### src/rtl/mem_port_arbiter_pkg.sv
// Shared requester IDs and default sizing for the inst/data memory port arbiter.
package mem_port_arbiter_pkg;
  typedef enum logic {
    ID_INST = 1'b0,
    ID_DATA = 1'b1
  } req_id_e;

  localparam int ADDR_W_DEF     = 32;
  localparam int OUT_DEPTH_DEF  = 2;
  localparam int STARVE_MAX_DEF = 4;
endpackage

### src/rtl/mem_port_arbiter_req_id_fifo.sv
// In-order queue of outstanding requester IDs; registered push/pop, read data is the head.
// Push is ignored when full and pop when empty; the caller gates both.
module req_id_fifo #(
  parameter int DEPTH = 2,
  parameter int WIDTH = 1
) (
  input  logic                   clk,
  input  logic                   resetn,
  input  logic                   push,
  input  logic [WIDTH-1:0]       push_dat,
  input  logic                   pop,
  output logic [WIDTH-1:0]       pop_dat,
  output logic                   full,
  output logic                   empty,
  output logic [$clog2(DEPTH):0] count
);
  localparam int PTR_W = $clog2(DEPTH);
  localparam int CNT_W = PTR_W + 1;

  logic [WIDTH-1:0] mem_q [DEPTH];
  logic [PTR_W-1:0] wr_ptr;
  logic [PTR_W-1:0] rd_ptr;
  logic             push_ok;
  logic             pop_ok;

  assign full    = (count == CNT_W'(DEPTH));
  assign empty   = (count == '0);
  assign push_ok = push && !full;
  assign pop_ok  = pop && !empty;
  assign pop_dat = mem_q[rd_ptr];

  always_ff @(posedge clk or negedge resetn) begin
    if (!resetn) begin
      wr_ptr <= '0;
      rd_ptr <= '0;
      count  <= '0;
    end else begin
      if (push_ok) wr_ptr <= wr_ptr + PTR_W'(1);
      if (pop_ok)  rd_ptr <= rd_ptr + PTR_W'(1);
      case ({push_ok, pop_ok})
        2'b10:   count <= count + CNT_W'(1);
        2'b01:   count <= count - CNT_W'(1);
        default: count <= count;
      endcase
    end
  end

  // Storage needs no reset: entries are only read once counted in.
  always_ff @(posedge clk) begin
    if (push_ok) mem_q[wr_ptr] <= push_dat;
  end
endmodule

### src/rtl/mem_port_arbiter.sv
// Shares one split-transaction memory port between inst and data requesters; zero added latency.
// Grants stall while OUT_DEPTH transactions are outstanding or the memory withholds addr_ok.
module mem_port_arbiter
  import mem_port_arbiter_pkg::*;
#(
  parameter int ADDR_W     = ADDR_W_DEF,
  parameter int OUT_DEPTH  = OUT_DEPTH_DEF,
  parameter int STARVE_MAX = STARVE_MAX_DEF
) (
  input  logic              clk,
  input  logic              resetn,
  input  logic              inst_req,
  input  logic [ADDR_W-1:0] inst_addr,
  output logic              inst_addr_ok,
  output logic              inst_data_ok,
  output logic [ADDR_W-1:0] inst_rdata,
  input  logic              data_req,
  input  logic              data_wr,
  input  logic [3:0]        data_wstrb,
  input  logic [ADDR_W-1:0] data_addr,
  input  logic [ADDR_W-1:0] data_wdata,
  output logic              data_addr_ok,
  output logic              data_data_ok,
  output logic [ADDR_W-1:0] data_rdata,
  output logic              mem_req,
  output logic              mem_wr,
  output logic [3:0]        mem_wstrb,
  output logic [ADDR_W-1:0] mem_addr,
  output logic [ADDR_W-1:0] mem_wdata,
  input  logic              mem_addr_ok,
  input  logic              mem_data_ok,
  input  logic [ADDR_W-1:0] mem_rdata
);
  localparam int CNT_W = $clog2(OUT_DEPTH) + 1;
  localparam int STV_W = $clog2(STARVE_MAX + 1);

  logic             lock_q;
  req_id_e          owner_q;
  logic [STV_W-1:0] starve_q;
  logic             win_vld;
  req_id_e          win_id;
  logic             addr_hs;
  logic             pop;
  logic             fifo_full;
  logic             fifo_empty;
  logic [CNT_W-1:0] fifo_count;
  logic [0:0]       head_id;

  // Inst is only forced while it is still requesting; a saturated count can linger one cycle after inst_req drops.
  always_comb begin
    win_vld = 1'b0;
    win_id  = ID_INST;
    if (lock_q) begin
      win_vld = 1'b1;
      win_id  = owner_q;
    end else if (inst_req && (starve_q == STV_W'(STARVE_MAX))) begin
      win_vld = 1'b1;
      win_id  = ID_INST;
    end else if (data_req) begin
      win_vld = 1'b1;
      win_id  = ID_DATA;
    end else if (inst_req) begin
      win_vld = 1'b1;
      win_id  = ID_INST;
    end
  end

  assign mem_req      = resetn && win_vld && (fifo_count < CNT_W'(OUT_DEPTH));
  assign addr_hs      = mem_req && mem_addr_ok;
  assign inst_addr_ok = addr_hs && (win_id == ID_INST);
  assign data_addr_ok = addr_hs && (win_id == ID_DATA);

  always_comb begin
    mem_wr    = 1'b0;
    mem_wstrb = '0;
    mem_addr  = '0;
    mem_wdata = '0;
    if (resetn && win_vld) begin
      if (win_id == ID_DATA) begin
        mem_wr    = data_wr;
        mem_wstrb = data_wstrb;
        mem_addr  = data_addr;
        mem_wdata = data_wdata;
      end else begin
        mem_addr  = inst_addr;
      end
    end
  end

  assign pop          = resetn && mem_data_ok && !fifo_empty;
  assign inst_data_ok = pop && (head_id == ID_INST);
  assign data_data_ok = pop && (head_id == ID_DATA);
  assign inst_rdata   = resetn ? mem_rdata : '0;
  assign data_rdata   = resetn ? mem_rdata : '0;

  always_ff @(posedge clk or negedge resetn) begin
    if (!resetn) begin
      lock_q  <= 1'b0;
      owner_q <= ID_INST;
    end else if (addr_hs) begin
      lock_q  <= 1'b0;
    end else if (mem_req) begin
      lock_q  <= 1'b1;
      owner_q <= win_id;
    end
  end

  always_ff @(posedge clk or negedge resetn) begin
    if (!resetn) begin
      starve_q <= '0;
    end else if (!inst_req || inst_addr_ok) begin
      starve_q <= '0;
    end else if (starve_q != STV_W'(STARVE_MAX)) begin
      starve_q <= starve_q + STV_W'(1);
    end
  end

  req_id_fifo #(.DEPTH(OUT_DEPTH), .WIDTH(1)) u_id_fifo (
    .clk      (clk),
    .resetn   (resetn),
    .push     (addr_hs),
    .push_dat (win_id),
    .pop      (pop),
    .pop_dat  (head_id),
    .full     (fifo_full),
    .empty    (fifo_empty),
    .count    (fifo_count)
  );

  a_one_data_ok: assert property (@(posedge clk) disable iff (!resetn)
    !(inst_data_ok && data_data_ok));
  a_data_ok_outstanding: assert property (@(posedge clk) disable iff (!resetn)
    (inst_data_ok || data_data_ok) |-> !fifo_empty);
  a_full_count: assert property (@(posedge clk) disable iff (!resetn)
    fifo_full == (fifo_count == CNT_W'(OUT_DEPTH)));
endmodule

### config.mk
export PLATFORM = sky130hd
export DESIGN_NAME = mem_port_arbiter
export DESIGN_NICKNAME = d
export VERILOG_FILES = /design/src/rtl/mem_port_arbiter_pkg.sv /design/src/rtl/mem_port_arbiter_req_id_fifo.sv /design/src/rtl/mem_port_arbiter.sv
export SDC_FILE = /design/constraint.sdc
export NUM_CORES = 1
export LEC_CHECK = 0
export BUFFER_PORTS_ARGS = -buffer_cell sky130_fd_sc_hd__buf_4
export CORE_AREA = 4 4 106 108
export CTS_BUF_LIST = sky130_fd_sc_hd__clkbuf_4
export DETAILED_ROUTE_END_ITERATION = 7
export DIE_AREA = 0 0 110 112
export GPL_TIMING_DRIVEN = 0
export SYNTH_ARGS = -nofsm -noshare
export SYNTH_HDL_FRONTEND = slang
export SYNTH_HIERARCHICAL = 1
export SYNTH_SLANG_ARGS = --single-unit
### constraint.sdc
create_clock -name clk -period 2.1 [get_ports clk]
set_input_delay 0.42 -clock clk [delete_from_list [all_inputs] [get_ports clk]]
set_output_delay 0.42 -clock clk [all_outputs]
set_load 0.005 [all_outputs]
# Word-level counts from Yosys, hierarchy flattened

Memory sizes are Yosys's and may differ from the RTL's.
Index checks and enable logic that the tools add are counted.

Input port bits: 139
Flip-flop bits (word level): 9
Memories: 1
Output and inout bits: 138
Memory bits (writable): 2
Word-level logic and storage cells: 65

Memory list:

| name            | depth | width | rd ports | clocked after Yosys merged registers in | write ports | RTL line                           | text |
|---|---|---|---|---|---|---|---|
| u_id_fifo.mem_q | 2     | 1     | 1        | 0                                       | 1           | mem_port_arbiter_req_id_fifo.sv:20 | `logic [WIDTH-1:0] mem_q [DEPTH];` |

Bitwise logic cells: 3
$lt $le $gt $ge: 1
$add $sub $neg: 5
Equality and inequality tests: 5
Muxes and demuxes: 23
Reduce and logical (&&, ||, !) cells: 21

Operator list:

| kind                | count |
|---|---|
| $mux 32             | 5 |
| $mux 1              | 13 |
| $logic_and 1x1->1   | 12 |
| $mux 4              | 2 |
| $mux 3              | 2 |
| $reduce_bool 2->1   | 3 |
| $eq 2x2->1 const B  | 2 |
| $pmux 2 s2          | 1 |
| $add 3x1->3 const B | 1 |
| $eq 3x3->1 const B  | 1 |
| $logic_not 1->1     | 3 |
| $ne 3x3->1 const B  | 1 |
| $not 1->1           | 3 |
| $add 1x1->1 const B | 2 |
| $add 2x1->2 const B | 1 |
| $eq 2x1->1 const B  | 1 |
| $logic_not 2->1     | 1 |
| $lt 2x2->1 const B  | 1 |
| $reduce_and 2->1    | 1 |
| $sub 2x1->2 const B | 1 |
| $logic_or 1x1->1    | 1 |

# Depth between registers and ports, before layout

Gate-level depths: netlist of run 1.

Depth in word-level cells: 10
Depth in mapped cells: 10
Depth with buffers taken out: 8

# By module

Netlist of run 1, hierarchy kept.

By module, submodules not included:

| module           | cells each | sequential area each (um^2) | area each (um^2) | instances |
|---|---|---|---|---|
| mem_port_arbiter | 267        | 125.1                       | 1679.1           | 1 |
| req_id_fifo      | 21         | 160.2                       | 267.8            | 1 |

# Least setup slack after synthesis of run 1

Ideal clock, no wire load.

Kind: input to register
Start point: in inst_req
End point: reg u_id_fifo.count[1]
Arrival time: 1795 ps
Library setup time: 79 ps
Slack: 226 ps
Required time: 2021 ps
Cell stages on the path: 9
Cells stage by stage: buf_2 o31a_1 buf_2 nand3b_2 inv_2 nand2_1 ha_1 nor2_1 xor2_1

Longest elaborated chain between the ends: 10
Elaborated cells on any way between the ends: 13
Classes of those cells: eq/ne: 2; mux: 5; reduce/logical: 6

Ends and longest elaborated chain:

| item                                                   | RTL line                           | text |
|---|---|---|
| start, declared                                        | mem_port_arbiter.sv:12             | `input logic inst_req,` |
| $mux 1                                                 | mem_port_arbiter.sv:62             | `end else if (inst_req) begin` |
| $mux 1                                                 | mem_port_arbiter.sv:59             | `end else if (data_req) begin` |
| $mux 1 (*)                                             | mem_port_arbiter.sv:56             | `end else if (inst_req && (starve_q == STV_W'(STARVE_MAX))) begin` |
| $mux 1 (*)                                             | mem_port_arbiter.sv:53             | `if (lock_q) begin` |
| $logic_and 1x1->1 (*) (2 in a row)                     | mem_port_arbiter.sv:68             | `assign mem_req = resetn && win_vld && (fifo_count < CNT_W'(OUT_DEPTH));` |
| $logic_and 1x1->1 (*)                                  | mem_port_arbiter.sv:69             | `assign addr_hs = mem_req && mem_addr_ok;` |
| net addr_hs                                            | mem_port_arbiter.sv:42             | `logic addr_hs;` |
| $logic_and 1x1->1 (*)                                  | mem_port_arbiter_req_id_fifo.sv:28 | `assign push_ok = push && !full;` |
| $eq 2x1->1 / $eq 2x2->1 (equally long branches)        | mem_port_arbiter_req_id_fifo.sv:40 | `case ({push_ok, pop_ok})` |
| $pmux 2 s2 / $reduce_bool 2->1 (equally long branches) | n/a                                |  |
| end signal, assigned                                   | mem_port_arbiter_req_id_fifo.sv:41 | `2'b10: count <= count + CNT_W'(1);` |
| end signal, assigned                                   | mem_port_arbiter_req_id_fifo.sv:42 | `2'b01: count <= count - CNT_W'(1);` |
| end signal, assigned                                   | mem_port_arbiter_req_id_fifo.sv:43 | `default: count <= count;` |
| end, declared                                          | mem_port_arbiter_req_id_fifo.sv:15 | `output logic [$clog2(DEPTH):0] count` |

Mark *: on every way through the listed nets, which the timed path passes. The rest lies on a longest branch.
A chain may end at the register's enable or synchronous reset.

# Final worst setup path of run 1

Start point: reg starve_q[0]
End point: out mem_addr[29]

Longest elaborated chain between the ends: 6
Elaborated cells on any way between the ends: 9
Classes of those cells: eq/ne: 1; mux: 6; reduce/logical: 2

Ends and longest elaborated chain:

| item                                                | RTL line                                       | text |
|---|---|---|
| start, declared                                     | mem_port_arbiter.sv:39                         | `logic [STV_W-1:0] starve_q;` |
| start signal, assigned                              | mem_port_arbiter.sv:114                        | `starve_q <= starve_q + STV_W'(1);` |
| $eq 3x3->1 (*)                                      | mem_port_arbiter.sv:56                         |  |
| $logic_and 1x1->1 (*)                               | mem_port_arbiter.sv:56                         |  |
| $mux 1                                              | mem_port_arbiter.sv:56                         |  |
| $mux 1                                              | mem_port_arbiter.sv:53                         |  |
| $mux 32 / $logic_and 1x1->1 (equally long branches) | mem_port_arbiter.sv:79, mem_port_arbiter.sv:78 |  |
| $mux 32 (*)                                         | mem_port_arbiter.sv:78                         | `if (resetn && win_vld) begin` |
| end, declared                                       | mem_port_arbiter.sv:28                         | `output logic [ADDR_W-1:0] mem_addr,` |

Mark *: on every way between the ends. The rest lies on a longest branch, timed or not.

==> results of run 1 <==
metrics by stage:
stage / power [uW] / instance area, sq um / TNS (ns)
3_3_place_gp: 2390 / 4180 / -6.26
3_5_place_dp: 2430 / 4180 / -9.07
2_1_floorplan: 1420 / 1940 / 0
5_1_grt: 3660 / 5010 / -6.85
6_report: 3410 / 5010 / -1.51
4_1_cts: 3220 / 4860 / -2.12
timing repair:
action | CTS | global route
gates resized for setup | 164 | 65
pin swaps | 57 | 45
hold endpoints to repair | 9 | 0
buffers inserted | 5 | 0
cloned | 7 | 0
setup endpoints to repair | 72 | 69
hold buffers | 1 | 0
layout make-up:
cell class,count,area [sq um],area share [%]
Multi-Input combinational cell,210,1680,33.5
Clock buffer,4,30.0,0.599
Inverter,4,22.5,0.449
Tap cell,136,170,3.39
Timing Repair Buffer,288,2340,46.6
Buffer,62,490,9.78
Sequential cell,11,285,5.69
sequential cells by signal, summed over array words and instances, names as in the netlist:
register	cells
starve_q	3
u_id_fifo/wr_ptr	1
u_id_fifo/count	2
owner_q	1
lock_q	1
u_id_fifo/rd_ptr	1
u_id_fifo/mem_q	2
critical path, delay by kind of cell, from the launching register on:
family,cells,cell delay (ns)
AO/OA/AOI/OAI,2,0.21
flip-flops,1,0.40
AND/OR/NAND/NOR,1,0.36
adder cells (fa/ha/maj),1,0.15
buffers and inverters,3,0.37
report_power, final:
part,switching (uW),internal (uW)
clock network,64.7,86.2
logic,1270,1610
registers,78.4,301
total,1410,2000
metal layers:
| metal | track usage (%) | vias to the layer above |
|---|---|---|
| li1 | - | 1564 |
| met1 | 17.1 | 1442 |
| met2 | 34.3 | 178 |
| met3 | 3.83 | 10 |
| met4 | 4.66 | 0 |
| met5 | 0 | - |
how the worst max path moves through the flow:
stage / slack, ns / cells after the start / endpoint
after floorplan: 0.23 / 9 / u_id_fifo/count[1]
final: -0.07 / 7 / mem_addr[29]
after CTS: -0.08 / 7 / mem_addr[1]
after global placement: -0.23 / 10 / u_id_fifo/count[1]
after detailed placement: -0.29 / 10 / u_id_fifo/count[1]
after global routing: -0.16 / 6 / mem_addr[1]
==> flow_metrics.py, run 1 <==
metrics = {
    "critical_path": {
        "startpoint": "starve_q[0]",
        "worstSetupPathType": "flip-flop to output pin",
        "r2r_setup_slack_ns": 0.20,
        "crit_path_max_incr_delay_ns": 0.40,
        "start_kind": "flip-flop",
        "reg2reg_depth": 9,
        "worstPathCellList": "inv_2 -> ha_4 -> and4b_4 -> buf_8 -> o21ai_2 -> a21oi_2 -> buf_4",
        "r2r-end": "u_id_fifo/count[1]",
        "r2r-start": "lock_q",
        "worstPathRequired_ns": 1.68,
        "crit_slowest_cell": "dfrtp_1",
        "critPathMaxFanout": 8,
        "cp.arrival_ns": 1.75,
        "cp-end-kind": "output pin",
    },
    "min_path": {
        "min_from": "u_id_fifo/wr_ptr",
        "hold-path-cell-count": 1,
        "whs_endpoint": "u_id_fifo/wr_ptr",
        "hold_class": "flip-flop to flip-flop",
    },
    "clock_tree": {
        "htree_num_levels": 1,
        "path_clk_slew_ns": 0.07,
        "tritoncts": "done",
        "clock_latency_ns": 0.26,
        "cts-buffers-inserted": 3,
        "clock_sinks": 11,
        "clockBufferDepth": 2,
        "cts_root_buf": "clkbuf_4",
    },
    "timing": {
        "tightest_slew_ns": 0.410,
        "rsz0062_at_grt": "true",
        "fin_hold_ws_ns": 0.500,
        "post-route-min-period_ns": 2.17,
        "fmax_ghz": 0.461,
        "slew_headroom_pct": 72.6,
        "drv_slew": 0,
        "setup_viol": 40,
        "finalCritPeriodShare_pct": 103,
        "clock_skew_ns": 0.00513,
        "hold_viol_final": 0,
        "finalWorstSetupSlack_ns": -0.0715,
    },
    "place": {
        "pre_cts_ws_ns": -0.287,
        "dp.cells": 698,
        "hpwl_microns": 9320,
        "port_buffers": 275,
        "place.gp.congestion": 0.818,
    },
    "route": {
        "wire_per_inst_microns": 16.3,
        "drc": 0,
        "ant_nets": 0,
        "wl_microns": 11700,
        "routed-wl-met3_microns": 1240,
        "firstDrtPassIters": 4,
        "drtIter0Drc": 136,
        "routed-wl-met2_microns": 6480,
        "maxUsedRoutingLayer": "met4",
        "vias_per_cell": 4.47,
        "dr_total_vias": 3194,
        "m1WireLength_microns": 3780,
    },
    "layout": {
        "layout.cells.non_filler": 715,
        "drive_gt1_share_pct": 77.2,
        "layout_common_cells": "buf_4 (279), buf_6 (46), and3_4 (37)",
        "fillCellCount": 1002,
        "syn_to_final_growth_pct": 158,
        "fin_util_pct": 49.0,
        "nNetsFinal": 722,
        "antenna_cells": 0,
        "layout_commonest_cell": "buf_4",
    },
    "power_and_ir_drop": {
        "ir_drop_mv": 0.402,
        "power_density_mw_per_mm2": 679,
        "leakage_uw": 0.00254,
    },
    "synth": {
        "syn_nets": 429,
        "synthesis.area_sq_mm": 0.00194,
        "synth.avg_cell_area_sq_um": 6.77,
        "ys.warnings.count": 6,
        "syn_inst": 287,
    },
    "grt": {
        "antenna_found_initial": 0,
        "grt.overflow.total": 0,
        "grt_max_degree": 11,
        "grt_pass1_vias": 3353,
        "grt_pass1_wl_microns": 16900,
        "gr-usage-all-layers_pct": 17.2,
    },
    "outcome": {
        "violations": "negative setup slack",
        "status": "complete, but fails checks",
    },
    "die": {
        "initial_core_util_pct": 19.0,
        "die_h_microns": 112,
        "core_area_sq_mm": 0.0102,
        "dieArea_sq_mm": 0.0123,
        "io_pins": 277,
        "placementRows": 37,
        "die_w_microns": 110,
    },
    "job": {
        "timing.max_cap.violations": 0,
    },
}
No activity file was read; power rests on OpenSTA's default activity.
==> run 2: changes to the inputs <==
--- a/config.mk
+++ b/config.mk
@@ -5,9 +5,11 @@
 export SDC_FILE = /design/constraint.sdc
 export NUM_CORES = 1
 export LEC_CHECK = 0
+export ABC_AREA = 1
 export BUFFER_PORTS_ARGS = -buffer_cell sky130_fd_sc_hd__buf_4
 export CORE_AREA = 4 4 106 108
 export CTS_BUF_LIST = sky130_fd_sc_hd__clkbuf_4
+export CTS_CLUSTER_SIZE = 24
 export DETAILED_ROUTE_END_ITERATION = 7
 export DIE_AREA = 0 0 110 112
 export GPL_TIMING_DRIVEN = 0
==> run 2 against run 1 <==
Effect of this change:
- largest power group unchanged
- the flow still finishes with violations (negative setup slack)
- non-clock buffer count stayed put
- utilization is 3.4 points lower
- global-route usage is 2.5 points lower
- largest cell class unchanged
- highest routed layer unchanged
==> flow_metrics.py, run 2 <==
metrics = {
    "outcome": {
        "status": "complete, but fails checks",
        "violations": "negative setup slack",
    },
    "synth": {
        "syn_nets": 516,
        "synth_area_leader_cell": "nor2_1",
        "ys_seq_area_share_pct": 14.7,
        "synthesis.area_sq_mm": 0.00194,
        "netlist_top_cells_count": "nor2_1 (115), nand2_1 (86), inv_1 (51), buf_4 (33), o21ai_0 (33)",
        "synth.avg_cell_area_sq_um": 5.18,
        "syn_inst": 374,
        "synth_ff_type": "dfrtp_1",
        "synth-edff-count": 2,
        "synth_top_area_share_pct": 22.3,
        "ys_seq_elements": 11,
        "synthArstFlopShare_pct": 81.8,
        "synth.area.top_cells": "nor2_1 (22%), nand2_1 (17%), buf_4 (13%), dfrtp_1 (12%), inv_1 (9.9%)",
        "ys_types": 26,
        "ys.warnings.count": 6,
        "synth_most_common_cell": "nor2_1",
    },
    "timing": {
        "setup_viol": 1,
        "post-route-min-period_ns": 2.10,
        "rsz0062_at_grt": "true",
        "slew_headroom_pct": 69.9,
        "tightest_slew_ns": 0.451,
        "fin_hold_ws_ns": 0.465,
        "fmax_ghz": 0.476,
        "finalCritPeriodShare_pct": 100,
        "clock_skew_ns": 0.00508,
        "drv_slew": 0,
        "finalWorstSetupSlack_ns": -0.000585,
        "hold_viol_final": 0,
    },
    "layout": {
        "antenna_cells": 0,
        "fin_util_pct": 45.6,
        "layout_commonest_cell": "buf_4",
        "layout_common_cells": "buf_4 (323), nor2_1 (99), nand2_1 (83)",
        "largest_reg_flops": 3,
        "drive_gt1_share_pct": 58.2,
        "largestRegisters": "starve_q: 3 flops, u_id_fifo/count: 2 flops, u_id_fifo/mem_q: 2 flops",
        "nNetsFinal": 820,
        "syn_to_final_growth_pct": 141,
        "top_register": "starve_q",
        "fillCellCount": 1039,
    },
    "clock_tree": {
        "clock_latency_ns": 0.26,
        "clockBufferDepth": 2,
        "clock_sinks": 11,
        "htree_num_levels": 1,
        "cts_root_buf": "clkbuf_4",
        "cts-buffers-inserted": 3,
        "tritoncts": "done",
        "path_clk_slew_ns": 0.07,
    },
    "grt": {
        "gr-usage-all-layers_pct": 14.7,
        "grt_pass1_wl_microns": 14700,
        "met3_usage_pct": 3.77,
        "grt.overflow.total": 0,
        "use_met1_pct": 15.2,
        "grtUsageMet2_pct": 28.9,
        "grt_pass1_vias": 3144,
        "grt-busiest-layer": "met2",
        "antenna_found_initial": 0,
        "grt_max_degree": 12,
    },
    "route": {
        "dr_total_vias": 3265,
        "firstDrtPassIters": 4,
        "wire_per_inst_microns": 12.8,
        "drtIter0Drc": 154,
        "drc": 0,
        "wl_microns": 10400,
        "vias_per_cell": 4.02,
        "ant_nets": 0,
    },
    "job": {
        "timing.max_cap.violations": 0,
    },
    "place": {
        "port_buffers": 276,
        "hpwl_microns": 8230,
        "place.gp.congestion": 0.822,
    },
    "power_and_ir_drop": {
        "combPwrFrac_pct": 84.1,
        "swShare_pct": 44.3,
        "ir_drop_mv": 0.318,
        "switching_power_uw": 1540,
        "clkPwrFrac_pct": 4.5,
        "leakage_uw": 0.00281,
        "power_frac_seq_pct": 11.4,
        "power_density_mw_per_mm2": 745,
        "p_int_uw": 1940,
    },
    "critical_path": {
        "cp-end-kind": "output pin",
        "critPathMaxFanout": 5,
        "start_kind": "flip-flop",
        "cp.arrival_ns": 1.68,
        "worstPathRequired_ns": 1.68,
        "worstSetupPathType": "flip-flop to output pin",
    },
    "die": {
        "die_h_microns": 112,
        "die_w_microns": 110,
        "io_pins": 277,
        "core_area_sq_mm": 0.0102,
        "placementRows": 37,
        "initial_core_util_pct": 18.9,
        "dieArea_sq_mm": 0.0123,
    },
    "min_path": {
        "hold_class": "input pin to flip-flop",
    },
}
## run 2: critical path: stages, from the launching register on
cell and delay, ns:
dfrtp_1 0.39, inv_2 0.09, ha_4 0.15, nand3_4 0.09, nand2_8 0.12, nand2_8 0.09, buf_4 0.18, o21ai_1 0.13
nor2_1 0.06, buf_4 0.13
## run 2: final timing paths
path                                  start            endpoint  slack (ns)  depth (start not counted)
max                             starve_q[1]        mem_addr[12]     -0.0006                          9
min                                inst_req         starve_q[1]        0.46                          3
max reg2reg                          lock_q  u_id_fifo/count[1]        0.28                         10
min reg2reg                u_id_fifo/wr_ptr    u_id_fifo/wr_ptr        0.49                          2
max in group asynchronous            resetn              lock_q        1.13                          2
min in group asynchronous            resetn    u_id_fifo/wr_ptr        0.63                          2
## run 2: cell families after synthesis
logic type	share of synthesized area, %
flip-flops	14.7
AO/OA/AOI/OAI	9.94
buffers and inverters	29.3
XOR/XNOR	1.36
adder cells (fa/ha/maj)	1.94
AND/OR/NAND/NOR	42.7
## run 2: power groups by stage
stage | logic (uW) | clock network [uW] | registers, uW
after floorplan | 1130 | 0 | 370
after global placement | 2080 | 0 | 380
after detailed placement | 2120 | 0 | 385
after CTS | 2660 | 161 | 393
after global routing | 3210 | 176 | 414
final | 2930 | 156 | 398
## run 2: timing repair
action,CTS,global route
endpoints found under the hold margin,9,0
setup buffers,8,3
pin swaps,17,5
hold buffers,1,0
gates resized for setup,56,61
cloned,9,2
endpoints found under the setup margin,70,73
## run 2: routing by layer
layer	wire length, microns	up-vias
met4	70	0
met3	1240	4
li1	-	1683
met5	0	-
met2	5530	174
met1	3540	1404
## run 2: area by class of cell
class / count / area, sq um / share of cell area [%]
sequential: 11 / 287 / 6.14
tap: 136 / 170 / 3.65
timing repair buffer: 297 / 2260 / 48.4
multi-input combinational: 258 / 1260 / 27.0
clock buffer: 4 / 30.0 / 0.643
buffer: 53 / 445 / 9.54
inverter: 54 / 215 / 4.61
## run 2: stage by stage
step                setup WS [ns]  total power (uW)    TNS, ns  cell area (sq um)  instances
global placement           -0.100              2460      -1.06               4180        786
detailed placement         -0.100              2510      -1.37               4180        786
finish                  -0.000585              3480  -0.000585               4670        813
floorplan                   0.440              1500          0               1940        374
CTS                       -0.0306              3220     -0.383               4490        808
global route               -0.116              3800      -3.76               4670        813
==> run 3: changes to the inputs <==
--- a/config.mk
+++ b/config.mk
@@ -8,7 +8,7 @@
 export ABC_AREA = 1
 export BUFFER_PORTS_ARGS = -buffer_cell sky130_fd_sc_hd__buf_4
 export CORE_AREA = 4 4 106 108
-export CTS_BUF_LIST = sky130_fd_sc_hd__clkbuf_4
+export CTS_BUF_LIST = sky130_fd_sc_hd__clkbuf_16
 export CTS_CLUSTER_SIZE = 24
 export DETAILED_ROUTE_END_ITERATION = 7
 export DIE_AREA = 0 0 110 112
==> run 3 against run 2 <==
Effect of this change:
- clock power is 120% higher
- count of clock-buffer cells in the layout decreased by 1
- non-clock buffer count shrank 6
- hold slack worse by 0.46 ns
- critical endpoint is now mem_addr[10]
- design area up 0.67%
- maximum frequency down 1.9%
- sequential share of layout area about the same
- the flow still finishes with violations (negative setup slack)
- highest routed layer unchanged
- sequential power is essentially flat
- critical path type unchanged
==> flow_metrics.py, run 3 (same netlist as run 2, synthesis figures left out) <==
metrics = {
    "outcome": {
        "violations": "negative setup slack",
        "status": "complete, but fails checks",
    },
    "power_and_ir_drop": {
        "power_density_mw_per_mm2": 771,
        "power_frac_seq_pct": 11.1,
        "total_power_uw": 3620,
        "swShare_pct": 42.7,
        "switching_power_uw": 1550,
        "p_int_uw": 2070,
        "ir_drop_mv": 0.385,
        "clkPwrFrac_pct": 9.5,
        "leakage_uw": 0.00281,
        "combPwrFrac_pct": 79.5,
    },
    "critical_path": {
        "worstPathCellList": "inv_2 -> ha_4 -> nand3_4 -> nand2_8 -> nand2_4 -> clkbuf_8 -> o21ai_0 -> nor2_1 -> buf_4",
        "worstPathRequired_ns": 1.68,
        "start_kind": "flip-flop",
        "startpoint": "starve_q[0]",
        "worstSetupPathType": "flip-flop to output pin",
        "cp-end-kind": "output pin",
        "crit_slowest_cell": "dfrtp_1",
        "cp.arrival_ns": 1.72,
        "crit_path_max_incr_delay_ns": 0.38,
        "critPathMaxFanout": 5,
        "r2r-start": "lock_q",
        "reg2reg_depth": 10,
    },
    "layout": {
        "top_register": "starve_q",
        "layout_common_cells": "buf_4 (320), nor2_1 (92), nand2_1 (85)",
        "layout_commonest_cell": "buf_4",
        "largest_reg_flops": 3,
        "stdcell_area_sq_mm": 0.00470,
        "antenna_cells": 0,
        "syn_to_final_growth_pct": 142,
        "largestRegisters": "starve_q: 3 flops, u_id_fifo/count: 2 flops, u_id_fifo/mem_q: 2 flops",
        "nNetsFinal": 814,
        "drive_gt1_share_pct": 58.6,
    },
    "min_path": {
        "hold_class": "input pin to async pin",
    },
    "route": {
        "dr_total_vias": 3280,
        "drc": 0,
        "wire_per_inst_microns": 12.9,
        "firstDrtPassIters": 5,
        "drtIter0Drc": 178,
        "ant_nets": 0,
        "wl_microns": 10400,
        "vias_per_cell": 4.06,
    },
    "timing": {
        "post-route-min-period_ns": 2.14,
        "finalWorstSetupSlack_ns": -0.0419,
        "rsz0062_at_grt": "true",
        "fmax_ghz": 0.467,
        "clock_skew_ns": 0.00313,
        "tightest_slew_ns": 0.369,
        "fin_hold_ws_ns": 0.00455,
        "hold_viol_final": 0,
        "setup_viol": 1,
        "finalCritPeriodShare_pct": 102,
        "slew_headroom_pct": 75.4,
        "drv_slew": 0,
    },
    "clock_tree": {
        "path_clk_slew_ns": 0.04,
        "clockBufferDepth": 2,
        "cts-buffers-inserted": 3,
        "clock_sinks": 11,
        "cts_root_buf": "clkbuf_16",
        "clock_latency_ns": 0.24,
        "holdBufCountCts": 0,
        "htree_num_levels": 1,
        "tritoncts": "done",
    },
    "place": {
        "place.gp.congestion": 0.822,
        "port_buffers": 276,
        "hpwl_microns": 8230,
        "post_dp_cell_area_sq_mm": 0.00418,
    },
    "job": {
        "timing.max_cap.violations": 0,
    },
    "die": {
        "die_h_microns": 112,
        "initial_core_util_pct": 18.9,
        "core_area_sq_mm": 0.0102,
        "dieArea_sq_mm": 0.0123,
        "die_w_microns": 110,
        "placementRows": 37,
        "io_pins": 277,
    },
    "grt": {
        "grt.overflow.total": 0,
        "grt_max_degree": 12,
        "grt_pass1_wl_microns": 14300,
        "grt_pass1_vias": 3086,
        "gr-usage-all-layers_pct": 14.3,
        "antenna_found_initial": 0,
    },
}
[run 3: cell count changes in the layout (fill, tap and decap cells not counted), moves of 3 or more]
cell       delta
buf_2         -4
buf_4         -3
buf_6         -4
clkbuf_16     +5
nor2_1        -7
nor2_2        +4
nor2_4        +3
o21ai_0       +3
[run 3: cell type report]
cell class                 count  area (sq um)
sequential                    11           287
clock inverter                 1          3.75
multi-input combinational    258          1270
fill                        1036          5530
inverter                      54           215
clock buffer                   3          75.1
tap                          136           170
timing repair buffer         291          2240
buffer                        53           440
[run 3: per-layer routing]
| metal | vias to the layer above | global-route usage, % | wire length (microns) |
|---|---|---|---|
| met3 | 6 | 3.65 | 1220 |
| met2 | 178 | 28.3 | 5550 |
| met5 | - | 0 | 0 |
| met1 | 1427 | 14.7 | 3560 |
| met4 | 0 | 2.99 | 87 |
| li1 | 1669 | - | - |
[run 3: final timing paths]
check | end | slack, ns
setup / recovery | mem_addr[10] | -0.04
hold / removal | u_id_fifo/wr_ptr | 0.005
setup reg to reg | u_id_fifo/count[1] | 0.38
hold reg to reg | u_id_fifo/wr_ptr | 0.48
max in group asynchronous | lock_q | 1.94
min in group clk | u_id_fifo/wr_ptr | 0.48
[run 3: power groups by stage]
stage / Combinational (uW) / Sequential [uW] / Clock (uW)
2_1_floorplan: 1130 / 370 / 0
3_3_place_gp: 2080 / 380 / 0
3_5_place_dp: 2120 / 385 / 0
4_1_cts: 2520 / 392 / 353
5_1_grt: 3160 / 415 / 363
6_report: 2880 / 401 / 343
[run 3: worst max-delay path: cells and delay by family (launching register included)]
family	cells	cell delay (ns)
buffers and inverters	3	0.40
flip-flops	1	0.38
AND/OR/NAND/NOR	4	0.36
AO/OA/AOI/OAI	1	0.20
adder cells (fa/ha/maj)	1	0.15
[run 3: per-stage QoR]
stage	cells	utilization, %	setup TNS [ns]	setup slack (ns)
3_3_place_gp	786	40.9	-1.06	-0.100
2_1_floorplan	374	-	0	0.440
3_5_place_dp	786	40.9	-1.37	-0.100
5_1_grt	807	45.9	-1.40	-0.134
6_report	807	45.9	-0.0419	-0.0419
4_1_cts	802	43.6	-0.0205	-0.00734
[run 3: repair_timing]
| item | in CTS | in global routing |
|---|---|---|
| endpoints found under the setup margin | 70 | 69 |
| setup buffers | 5 | 3 |
| cloned | 7 | 2 |
| pin swaps | 6 | 25 |
| resized for setup | 36 | 77 |
